`src/rtl/divider_ctrl.sv`:
```
// divider_ctrl: runtime-programmable clock divider with glitch-free ratio changes.
//
// One shared down-counter produces clk_out (high H = D - D/2, low L = D/2
// clk_in cycles) and a one-cycle tick at the start of every high phase.
// New divisors arrive over a valid/ready handshake. In IDLE they apply at
// once; while running they wait in a shadow register until the next
// low->high boundary.
//
// Optional feature macro: DIVCTRL_ODD_EN
//   defined   - odd divisors are honoured (D = 5 -> H = 3, L = 2)
//   undefined - cfg_div[0] (and DEFAULT_DIV[0]) is forced to 0, 50% duty only
//
// Ports
//   clk_in     in   clock, rising edge
//   rst        in   asynchronous active-high reset
//   en         in   1 = run, 0 = stop at the end of the current period
//   cfg_valid  in   divisor offered on cfg_div
//   cfg_ready  out  divisor can be accepted this cycle
//   cfg_div    in   requested divisor (clk_in cycles per clk_out period)
//   clk_out    out  divided clock (registered)
//   tick       out  pulse in the first cycle of each high phase
//   busy       out  controller not in IDLE
//   cur_div    out  active divisor after masking and clamping
module divider_ctrl #(
    parameter int unsigned WIDTH       = 32,
    parameter int unsigned DEFAULT_DIV = 2
) (
    input  logic             clk_in,
    input  logic             rst,
    input  logic             en,
    input  logic             cfg_valid,
    output logic             cfg_ready,
    input  logic [WIDTH-1:0] cfg_div,
    output logic             clk_out,
    output logic             tick,
    output logic             busy,
    output logic [WIDTH-1:0] cur_div
);

    function automatic logic [WIDTH-1:0] sanitize(input logic [WIDTH-1:0] d);
        logic [WIDTH-1:0] m;
        m = d;
`ifndef DIVCTRL_ODD_EN
        m[0] = 1'b0;
`endif
        if (m < WIDTH'(2)) m = WIDTH'(2);
        return m;
    endfunction

    function automatic logic [WIDTH-1:0] hi_len(input logic [WIDTH-1:0] d);
        return d - (d >> 1);
    endfunction

    function automatic logic [WIDTH-1:0] lo_len(input logic [WIDTH-1:0] d);
        return d >> 1;
    endfunction

    localparam logic [WIDTH-1:0] RESET_DIV = sanitize(WIDTH'(DEFAULT_DIV));

    typedef enum logic [1:0] {
        IDLE,
        RUN,
        DRAIN
    } state_t;

    state_t           state, state_nxt;
    logic [WIDTH-1:0] cnt;
    logic [WIDTH-1:0] shadow;
    logic             pending;

    logic             xfer;
    logic             period_end;
    logic [WIDTH-1:0] cfg_san;
    logic [WIDTH-1:0] idle_div;
    logic [WIDTH-1:0] next_div;

    always_comb begin
        xfer       = cfg_valid && cfg_ready;
        period_end = (cnt == '0) && !clk_out;
        cfg_san    = sanitize(cfg_div);
        // IDLE start on the same edge as a transfer uses the new divisor
        idle_div   = xfer ? cfg_san : cur_div;
        next_div   = pending ? shadow : cur_div;
    end

    // State register
    always_ff @(posedge clk_in or posedge rst) begin
        if (rst) state <= IDLE;
        else     state <= state_nxt;
    end

    // Next-state logic
    always_comb begin
        state_nxt = state;
        case (state)
            IDLE:    if (en) state_nxt = RUN;
            RUN:     if (!en) state_nxt = DRAIN;
            DRAIN: begin
                if (en)              state_nxt = RUN;
                else if (period_end) state_nxt = IDLE;
            end
            default: state_nxt = IDLE;
        endcase
    end

    // Output logic (both derived from registered state only)
    always_comb begin
        busy      = (state != IDLE);
        cfg_ready = !pending;
    end

    // Counter, divided clock and divisor registers
    always_ff @(posedge clk_in or posedge rst) begin
        if (rst) begin
            clk_out <= 1'b0;
            tick    <= 1'b0;
            cnt     <= '0;
            cur_div <= RESET_DIV;
            shadow  <= RESET_DIV;
            pending <= 1'b0;
        end else begin
            tick <= 1'b0;
            case (state)
                IDLE: begin
                    if (xfer) cur_div <= cfg_san;
                    if (en) begin
                        clk_out <= 1'b1;
                        tick    <= 1'b1;
                        cnt     <= hi_len(idle_div) - WIDTH'(1);
                    end
                end
                default: begin
                    if (cnt != '0) begin
                        cnt <= cnt - WIDTH'(1);
                    end else if (clk_out) begin
                        clk_out <= 1'b0;
                        cnt     <= lo_len(cur_div) - WIDTH'(1);
                    end else begin
                        // Period boundary: pending ratio applies here whether
                        // the next period starts or the block goes idle.
                        if (pending) begin
                            cur_div <= shadow;
                            pending <= 1'b0;
                        end
                        if (state == RUN || en) begin
                            clk_out <= 1'b1;
                            tick    <= 1'b1;
                            cnt     <= hi_len(next_div) - WIDTH'(1);
                        end
                    end
                    // cfg_ready is low while pending, so this never collides
                    // with the clear above.
                    if (xfer) begin
                        shadow  <= cfg_san;
                        pending <= 1'b1;
                    end
                end
            endcase
        end
    end

endmodule

```
`config.mk`:
```
export PLATFORM = sky130hd
export DESIGN_NAME = divider_ctrl
export DESIGN_NICKNAME = d
export VERILOG_FILES = /design/src/rtl/divider_ctrl.sv
export SDC_FILE = /design/constraint.sdc
export NUM_CORES = 1
export LEC_CHECK = 0
export CAP_MARGIN = 20
export CELL_PAD_IN_SITES_DETAIL_PLACEMENT = 0
export CELL_PAD_IN_SITES_GLOBAL_PLACEMENT = 1
export CORE_UTILIZATION = 46
export DETAILED_ROUTE_END_ITERATION = 12
export PLACE_DENSITY_LB_ADDON = 0.3
export SLEW_MARGIN = 20
export SYNTH_ARGS = -nofsm -noshare
export SYNTH_HDL_FRONTEND = slang
export SYNTH_SLANG_ARGS = --single-unit
```
`constraint.sdc`:
```
create_clock -name clk_in -period 4.7 [get_ports clk_in]
set_input_delay 0.94 -clock clk_in [delete_from_list [all_inputs] [get_ports clk_in]]
set_output_delay 0.94 -clock clk_in [all_outputs]
set_load 0.02 [all_outputs]
```
==> flow_metrics.tcl, run 1 <==
set metrics [dict create \
    fp.dieArea_mm2 0.02289 \
    power.net_switching_w 0.005439 \
    wl_per_cell_um 19.74 \
    rows 54 \
    portBuffers 70 \
    drtAntennaViolNets 0 \
    cp_cell_sequence "clkdlybuf4s50_1, nor4_2, nand4_1, o21bai_2, a21oi_2, ha_1, fa_1, a211oi_2, o21ai_0, or3b_2, a21boi_2, a41oi_1, buf_4, o21ai_0, xnor2_1, a221o_1" \
    vias 10426 \
    leakage_nw 5.739 \
    avgSynthCellArea_um2 7.856 \
    gr-usage-met3_pct 6.777 \
    timing.rr.start "pending" \
    worstSetupPathType "input port to flop" \
    worstMarginPinSlew_ns 0.8468 \
    grt_pass1_vias 9414 \
    hpwl_um 26610 \
    layout_commonest_cell "buf_4" \
    cts_tree "built" \
    grt_use_total_pct 30.73 \
    synth_seq_cells 100 \
    synth_flop_cell "dfrtp_1" \
    via_per_inst 5.985 \
    peakVddDrop_mv 0.3442 \
    fin_crit_ns 4.430 \
    worstPathMaxFanout 3 \
    drc 0 \
    rsz0062_at_grt "false" \
    hold_path_class "flop to flop" \
    status "completed" \
    grt_busiest_layer "met1" \
    powerDensity_mw_per_mm2 868.6 \
    slowest_delay_ns 0.46 \
    fin_nets 1560 \
    clkPwrFrac_pct 7.1 \
    antenna_found_initial 0 \
    drive_above_1_share_pct 15.66 \
    gp_congestion 0.9293 \
    cp_data_required_time_ns 4.95 \
    area_growth_pct 21.25 \
    antennaDiodeCount 0 \
    worstSetupEndpoint "cnt[26]" \
    die-width_um 151.3 \
    reg2reg_to "cnt[25]" \
    cts_num_sinks 100 \
    max_cap_violations 0 \
    final_core_util_pct 56.96 \
    fin_skew_ns 0.01280 \
    slowest_stage "clkdlybuf4s50_1" \
    syn_inst 1305 \
    final_max_slew_viol_count 0 \
    cp-end-kind "flop" \
    postSynth.asyncResetShare_pct 100.0 \
    timing.fmax_mhz 225.7 \
    grt_max_degree 63 \
    hold_viol 0 \
    clockRootBuffer "clkbuf_16" \
    setup_viol 0 \
    clock_latency_ns 0.37 \
    postCtsSetupBuffers 0 \
    routed_wl_um 34390 \
    seqPwrFrac_pct 16.4 \
    p_int_w 0.005359 \
    synth-edff-count 0 \
    r2r_slack_ns 0.51 \
    crit_path_start_kind "input port" \
    min_period_over_period_pct 94.25 \
    yosysUniqueCellTypes 70 \
    h-tree-depth 3 \
    yosys_warnings 0 \
    final_cell_mix "buf_4 (145), nand2_1 (121), a21oi_1 (100), dfrtp_1 (97), nor2_1 (89)" \
    grt_use_met1_pct 45.57 \
    initialDrtViolationCount 730 \
    overflow 0 \
    cts_buffers 9 \
    core_area_mm2 0.02182 \
    ff2ff_path_depth 13 \
    swShare_pct 50.37 \
    max_slew_margin_pct 43.55 \
    start_util_pct 46.98 \
    synth_fp_nets 1408 \
    dr.pass1.iters 5 \
    clk_pin_slew_ns 0.07 \
    use_met2_pct 44.79 \
    crit_path_start "cfg_div[14]" \
    worstPathArrival_ns 4.68 \
    cts_max_path_buffers 2 \
    die_y_um 151.3 \
    io_pins 72 \
    seq_area_frac_synth_pct 24.43 \
    grt_pass1_wl_um 53130 \
    crit_top_cell "o21ai_0" \
    p_comb_share_pct 76.5 \
    syn_area_mm2 0.01025 \
    hold-worst-slack_ns 0.5079 \
]
==> layer usage <==
layer  share of wire (%)  vias to the layer above
met2                  42                      332
met5                   0                        -
met4                 1.6                        0
met1                  48                     4992
met3                 7.6                       26
li1                    -                     5076
==> stage by stage <==
stage               setup WS [ns]  power (W)  TNS (ns)  std cells  instance area (um^2)
detailed placement        -0.4582   0.009844    -3.147       1726                 12110
global route              0.05256    0.01171         0       1742                 12430
finish                     0.2702    0.01080         0       1742                 12430
global placement          -0.3959   0.009771    -2.958       1726                 12110
CTS                       0.01315    0.01066         0       1742                 12400
floorplan                  0.3094   0.007187         0       1305                 10250
==> critical path, delay by kind of cell <==
family                     cells  cell delay, ns
xor gates and xnor gates       1            0.16
and+or+nand+nor                3            0.83
adders and majority gates      2            0.64
AOI/OAI and AO/OA              8            1.50
buffers and inverters          2            0.62
==> timing repair <==
action                     4_1_cts  5_1_grt
hold buffers                     0        0
setup endpoints to repair        5       13
resized for setup                1        9
pin swaps                        0        2
==> sequential cells by signal (all words and copies together) (netlist names) <==
register	flops
clk_out	1
cur_div	32
pending	1
cnt	32
shadow	31
tick	1
state	2
==> area by class of cell <==
cell class	count	area [um^2]
inverters	88	332.8
clock buffers	9	225.2
multi-input cells	1043	7167
repair buffers	215	1789
well taps	280	350.3
clock inverters	7	60.06
fillers	2125	9393
flip-flops and latches	100	2506
==> synth_stat cells, drive strengths merged, types with 15 or more instances <==
library cell,n,area (um^2)
a21o,33,247.7
or3,15,93.84
mux2i,63,630.6
mux2,34,382.9
ha,65,813.3
nand2,121,454.2
dfrtp,98,2452
a31oi,17,106.4
nor2,92,345.3
nand3,21,105.1
a21oi,101,505.5
o211ai,57,427.9
inv,87,326.6
nor4,28,190.2
nor3,45,230.2
xor2,40,350.3
clkbuf,62,237.7
o21ai,91,455.4
a211oi,17,132.6
xnor2,53,464.2
==> worst min path at each step <==
stage / slack, ns / startpoint / endpoint / cells after the start
4_1_cts: 0.51 / shadow[31] / shadow[31] / 1
3_5_place_dp: 0.49 / shadow[31] / shadow[31] / 1
5_1_grt: 0.52 / shadow[23] / shadow[23] / 1
6_report: 0.51 / shadow[23] / shadow[23] / 1
3_3_place_gp: 0.49 / shadow[31] / shadow[31] / 1
2_1_floorplan: 0.47 / shadow[31] / shadow[31] / 1
==> logic make-up (layout without fill, tap and decap cells) <==
logic type	Yosys count	after routing	share of synthesized area [%]
xor gates and xnor gates	93	93	7.945
adders and majority gates	67	67	8.323
DFF	100	100	24.43
buffers and inverters	162	319	6.248
AOI/OAI and AO/OA	391	391	24.36
muxes	97	97	9.885
and+or+nand+nor	395	395	18.81
==> power groups by stage <==
stage / clock (W) / combinational (W) / sequential, W
3_3_place_gp: 0 / 0.00801 / 0.00176
3_5_place_dp: 0 / 0.00807 / 0.00177
2_1_floorplan: 0 / 0.00549 / 0.00169
6_report: 0.000763 / 0.00826 / 0.00177
5_1_grt: 0.000806 / 0.00907 / 0.00182
4_1_cts: 0.000775 / 0.00813 / 0.00176
No activity file was read; power rests on OpenSTA's default activity.
==> run 2: changes to the inputs <==
==> constraint.sdc (replaced) <==
create_clock -name clk_in -period 4.38 [get_ports clk_in]
set_input_delay 0.876 -clock clk_in [delete_from_list [all_inputs] [get_ports clk_in]]
set_output_delay 0.876 -clock clk_in [all_outputs]
set_load 0.02 [all_outputs]
==> flow_metrics.tcl, run 2 (synthesis results as in run 1) <==
set metrics [dict create \
    status "completed" \
    rows 54 \
    cp-end-kind "flop" \
    final.fill_count 2042 \
    setup_viol 0 \
    clockRootBuffer "clkbuf_16" \
    place_inst 1756 \
    hold_path_class "flop to flop" \
    fin_crit_ns 4.220 \
    grt_pass1_wl_um 54850 \
    min_period_over_period_pct 96.34 \
    p_comb_share_pct 77.0 \
    hold_buffers 0 \
    fin_skew_ns 0.01310 \
    seqPwrFrac_pct 15.8 \
    power.net_switching_w 0.006042 \
    final_max_slew_viol_count 0 \
    cts_tree "built" \
    dr.pass1.iters 5 \
    gp_congestion 0.9711 \
    worstPathArrival_ns 4.47 \
    cts_buffers 9 \
    initialDrtViolationCount 720 \
    overflow 0 \
    routed_wl_um 35510 \
    wl_per_cell_um 20.03 \
    die-width_um 151.3 \
    drive_above_1_share_pct 18.08 \
    clkPwrFrac_pct 7.2 \
    cts_num_sinks 100 \
    core_area_mm2 0.02182 \
    die_y_um 151.3 \
    leakage_nw 5.937 \
    swShare_pct 50.10 \
    max_slew_margin_pct 35.87 \
    final_cell_mix "buf_4 (172), nand2_1 (121), a21oi_1 (97), dfrtp_1 (97), nor2_1 (89)" \
    clk_pin_slew_ns 0.08 \
    vias 10655 \
    max_cap_violations 0 \
    worstPathMaxFanout 3 \
    timing.fmax_mhz 237.0 \
    p_int_w 0.006018 \
    hpwl_um 27150 \
    fp.dieArea_mm2 0.02289 \
    fin_area_mm2 0.01279 \
    hold_viol 0 \
    cts_max_path_buffers 2 \
    grt_pass1_vias 9790 \
    crit_path_start_kind "input port" \
    via_per_inst 6.010 \
    hold-worst-slack_ns 0.5119 \
    grt_use_total_pct 31.82 \
    drtAntennaViolNets 0 \
    layout_commonest_cell "buf_4" \
    portBuffers 70 \
    dpl_cell_area_mm2 0.01239 \
    reg_top3 "cnt (32), cur_div (32), shadow (31)" \
    area_growth_pct 24.79 \
    powerDensity_mw_per_mm2 942.7 \
    worstSetupPathType "input port to flop" \
    io_pins 72 \
    grt_max_degree 73 \
    clock_latency_ns 0.37 \
    antenna_found_initial 0 \
    worstMarginPinSlew_ns 0.9619 \
    cp_data_required_time_ns 4.63 \
    fin_nets 1591 \
    start_util_pct 46.98 \
    drc 0 \
    final_cells 1773 \
    peakVddDrop_mv 0.4219 \
    h-tree-depth 3 \
    antennaDiodeCount 0 \
]
## run 2: cell count changes in the layout (fill, tap and decap cells not counted), sizes merged
| cell | previous run | this run |
|---|---|---|
| inv | 91 | 93 |
| clkbuf | 9 | 10 |
| dlymetal6s2s | 0 | 1 |
| buf | 145 | 176 |
| clkinv | 2 | 1 |
| clkdlybuf4s50 | 70 | 69 |
| clkinvlp | 2 | 0 |
## run 2: worst paths after layout
kind                       cells after the start         from          to  slack (ns)
hold / removal                                 1   shadow[18]  shadow[18]        0.51
setup / recovery                              18  cfg_div[29]     cnt[26]        0.16
setup reg to reg                              13      pending     cnt[28]        0.31
min in group asynchronous                      2          rst      cnt[3]        1.07
hold reg to reg                                1   shadow[18]  shadow[18]        0.51
max in group asynchronous                      3          rst  cur_div[1]        2.52
## run 2: stage by stage
stage	util (%)	setup slack, ns	power, W	TNS, ns
floorplan	-	0.05339	0.007712	0
global placement	56.77	-0.4938	0.01077	-4.681
detailed placement	56.77	-0.5716	0.01087	-5.795
CTS	58.21	0.005112	0.01181	0
global route	58.62	-0.008400	0.01303	-0.01388
finish	58.62	0.1604	0.01206	0
## run 2: cell type report
class / count / area (um^2) / area share, %
Multi-Input combinational cell: 1043 / 7228 / 56.50
Tap cell: 280 / 350.3 / 2.738
Sequential cell: 100 / 2506 / 19.59
Clock inverter: 6 / 62.56 / 0.4890
Clock buffer: 10 / 239.0 / 1.868
Timing Repair Buffer: 246 / 2074 / 16.22
Inverter: 88 / 332.8 / 2.601
## run 2: what timing repair did
item | CTS | global route
pin swaps | 4 | 8
setup endpoints to repair | 7 | 15
buffers inserted | 0 | 1
gates resized for setup | 5 | 22
## run 2: critical path, cell delays in order
cell             delay, ns
clkdlybuf4s50_1       0.45
nor4_2                0.30
buf_4                 0.18
nand4_1               0.11
o21bai_2              0.20
a21oi_2               0.09
ha_1                  0.23
fa_2                  0.37
a211oi_2              0.23
o21ai_0               0.11
or3b_4                0.27
a21boi_2              0.05
buf_4                 0.15
a41oi_2               0.18
buf_4                 0.15
o21ai_1               0.07
xnor2_1               0.15
a221o_1               0.31
## run 2: power groups by stage
stage          clock network [W]  registers (W)  logic [W]
2_1_floorplan                  0        0.00182    0.00589
3_3_place_gp                   0        0.00188    0.00889
3_5_place_dp                   0        0.00190    0.00897
4_1_cts                 0.000877        0.00188    0.00905
5_1_grt                 0.000904        0.00195     0.0102
6_report                0.000868        0.00190    0.00929
## run 2: metal layers
layer	up-vias	share of wire (%)	GRT usage, %
met3	44	6.9	5.241
met4	0	1.9	7.100
met5	-	0	0
met1	5126	48	47.12
met2	354	43	47.76
li1	5131	-	-
==> run 3: changes to the inputs <==
--- a/config.mk
+++ b/config.mk
@@ -8,6 +8,7 @@
 export CAP_MARGIN = 20
 export CELL_PAD_IN_SITES_DETAIL_PLACEMENT = 0
 export CELL_PAD_IN_SITES_GLOBAL_PLACEMENT = 1
+export CORE_MARGIN = 2
 export CORE_UTILIZATION = 46
 export DETAILED_ROUTE_END_ITERATION = 12
 export PLACE_DENSITY_LB_ADDON = 0.3
==> flow_metrics.tcl, run 3 (synthesis results as in run 1) <==
set metrics [dict create \
    timing.fmax_mhz 236.7 \
    start_util_pct 46.98 \
    drtAntennaViolNets 0 \
    antennaDiodeCount 0 \
    register_area_mm2 0.002506 \
    portBuffers 70 \
    cp_data_required_time_ns 4.63 \
    vias 10580 \
    max_slew_margin_pct 45.87 \
    crit_path_start_kind "input port" \
    antenna_found_initial 1 \
    hold_buffers 0 \
    setup_viol 0 \
    worstSetupPathType "input port to flop" \
    grt_pass1_vias 9966 \
    cts_tree "built" \
    power_w 0.01195 \
    dr.pass1.iters 5 \
    fin_skew_ns 0.02315 \
    worstPathMaxFanout 3 \
    max_cap_violations 0 \
    die_y_um 153.3 \
    fp.dieArea_mm2 0.02350 \
    worstSetupEndpoint "cnt[28]" \
    worstMarginPinSlew_ns 0.8045 \
    hold_path_class "flop to flop" \
    io_pins 72 \
    timing.rr.start "pending" \
    peakVddDrop_mv 0.4456 \
    final_cell_mix "buf_4 (163), nand2_1 (121), a21oi_1 (98), dfrtp_1 (97), nor2_1 (89)" \
    clk_pin_slew_ns 0.08 \
    fin_area_mm2 0.01267 \
    final_max_slew_viol_count 0 \
    cts_buffers 9 \
    clock_latency_ns 0.37 \
    crit_path_start "cfg_div[15]" \
    grt_max_degree 74 \
    layout_commonest_cell "buf_4" \
    routed_wl_um 35540 \
    cp-end-kind "flop" \
    area_growth_pct 23.58 \
    final.fill_count 2054 \
    postCtsSetupBuffers 0 \
    hold_viol 0 \
    gp_congestion 0.9008 \
    initialDrtViolationCount 898 \
    rows 54 \
    crit_top_cell "o21ai_0" \
    hpwl_um 27500 \
    powerDensity_mw_per_mm2 943.0 \
    worstPathArrival_ns 4.47 \
    ff2ff_path_depth 13 \
    place_inst 1747 \
    reg2reg_to "cnt[31]" \
    cp_cell_sequence "clkdlybuf4s50_1, nor4_2, nand4_1, o21bai_2, a21oi_2, inv_1, fa_2, a211oi_2, o21ai_0, or3b_2, a21boi_2, a21oi_1, o211ai_1, o21ai_0, xnor2_1, a221o_1" \
    via_per_inst 6.001 \
    reg_top3 "cnt (32), cur_div (32), shadow (31)" \
    slowest_stage "or3b_2" \
    die-width_um 153.3 \
    wl_per_cell_um 20.16 \
    core_area_mm2 0.02182 \
    fin_crit_ns 4.224 \
    slowest_delay_ns 0.50 \
    multi_input_area_mm2 0.007186 \
    clockRootBuffer "clkbuf_16" \
    fin_nets 1581 \
    drc 0 \
    min_period_over_period_pct 96.44 \
    grt_pass1_wl_um 55900 \
    h-tree-depth 3 \
    overflow 0 \
    drive_above_1_share_pct 17.13 \
    dpl_cell_area_mm2 0.01231 \
    cts_max_path_buffers 2 \
    leakage_nw 5.873 \
    final_cells 1763 \
    grt_use_total_pct 30.12 \
    status "completed" \
    cts_num_sinks 100 \
    r2r_slack_ns 0.36 \
]
-- run 3: critical path, delay by kind of cell --
| kind | cells | cell delay, ns |
|---|---|---|
| AND/OR/NAND/NOR | 3 | 1.07 |
| adder cells (fa/ha/maj) | 1 | 0.23 |
| AO/OA/AOI/OAI | 9 | 1.61 |
| XOR/XNOR | 1 | 0.14 |
| buffers and inverters | 2 | 0.55 |
-- run 3: what timing repair did --
item                                    CTS  global route
cloned                                    0             0
pin swaps                                 0             6
gates resized for setup                   3            13
endpoints found under the setup margin    7             9
-- run 3: layer usage --
layer	wire (um)	global-route usage, %	vias up
met4	675	7.011	2
met2	15130	45.05	376
met3	2877	4.480	38
li1	-	-	5109
met5	10	0	-
met1	16840	45.55	5055
-- run 3: report_power, final --
group,internal (W),switching (W)
logic,0.00415,0.00502
registers,0.00133,0.000552
clock network,0.000460,0.000437
-- run 3: metrics by stage --
| step | util, % | TNS (ns) | setup WS (ns) | hold WS [ns] |
|---|---|---|---|---|
| 2_1_floorplan | - | 0 | 0.05339 | 0.4750 |
| 3_3_place_gp | 56.40 | -4.260 | -0.5510 | 0.4861 |
| 3_5_place_dp | 56.40 | -5.772 | -0.6434 | 0.4957 |
| 4_1_cts | 57.88 | -0.01652 | -0.008306 | 0.5134 |
| 5_1_grt | 58.06 | -0.05318 | -0.02311 | 0.5237 |
| 6_report | 58.06 | 0 | 0.1558 | 0.5130 |
-- run 3: area by class of cell --
cell class              count  share of cell area [%]
flip-flops and latches    100                   19.78
well taps                 280                   2.765
clock inverters             7                  0.6715
clock buffers               9                   1.778
inverters                  88                   2.627
multi-input cells        1043                   56.72
repair buffers            236                   15.66
-- run 3: worst min path at each step --
stage	slack, ns	endpoint	start	depth (start not counted)
global placement	0.49	shadow[31]	shadow[31]	1
finish	0.51	shadow[14]	shadow[14]	1
floorplan	0.47	shadow[31]	shadow[31]	1
detailed placement	0.50	shadow[8]	shadow[8]	1
CTS	0.51	shadow[31]	shadow[31]	1
global route	0.52	shadow[23]	shadow[23]	1
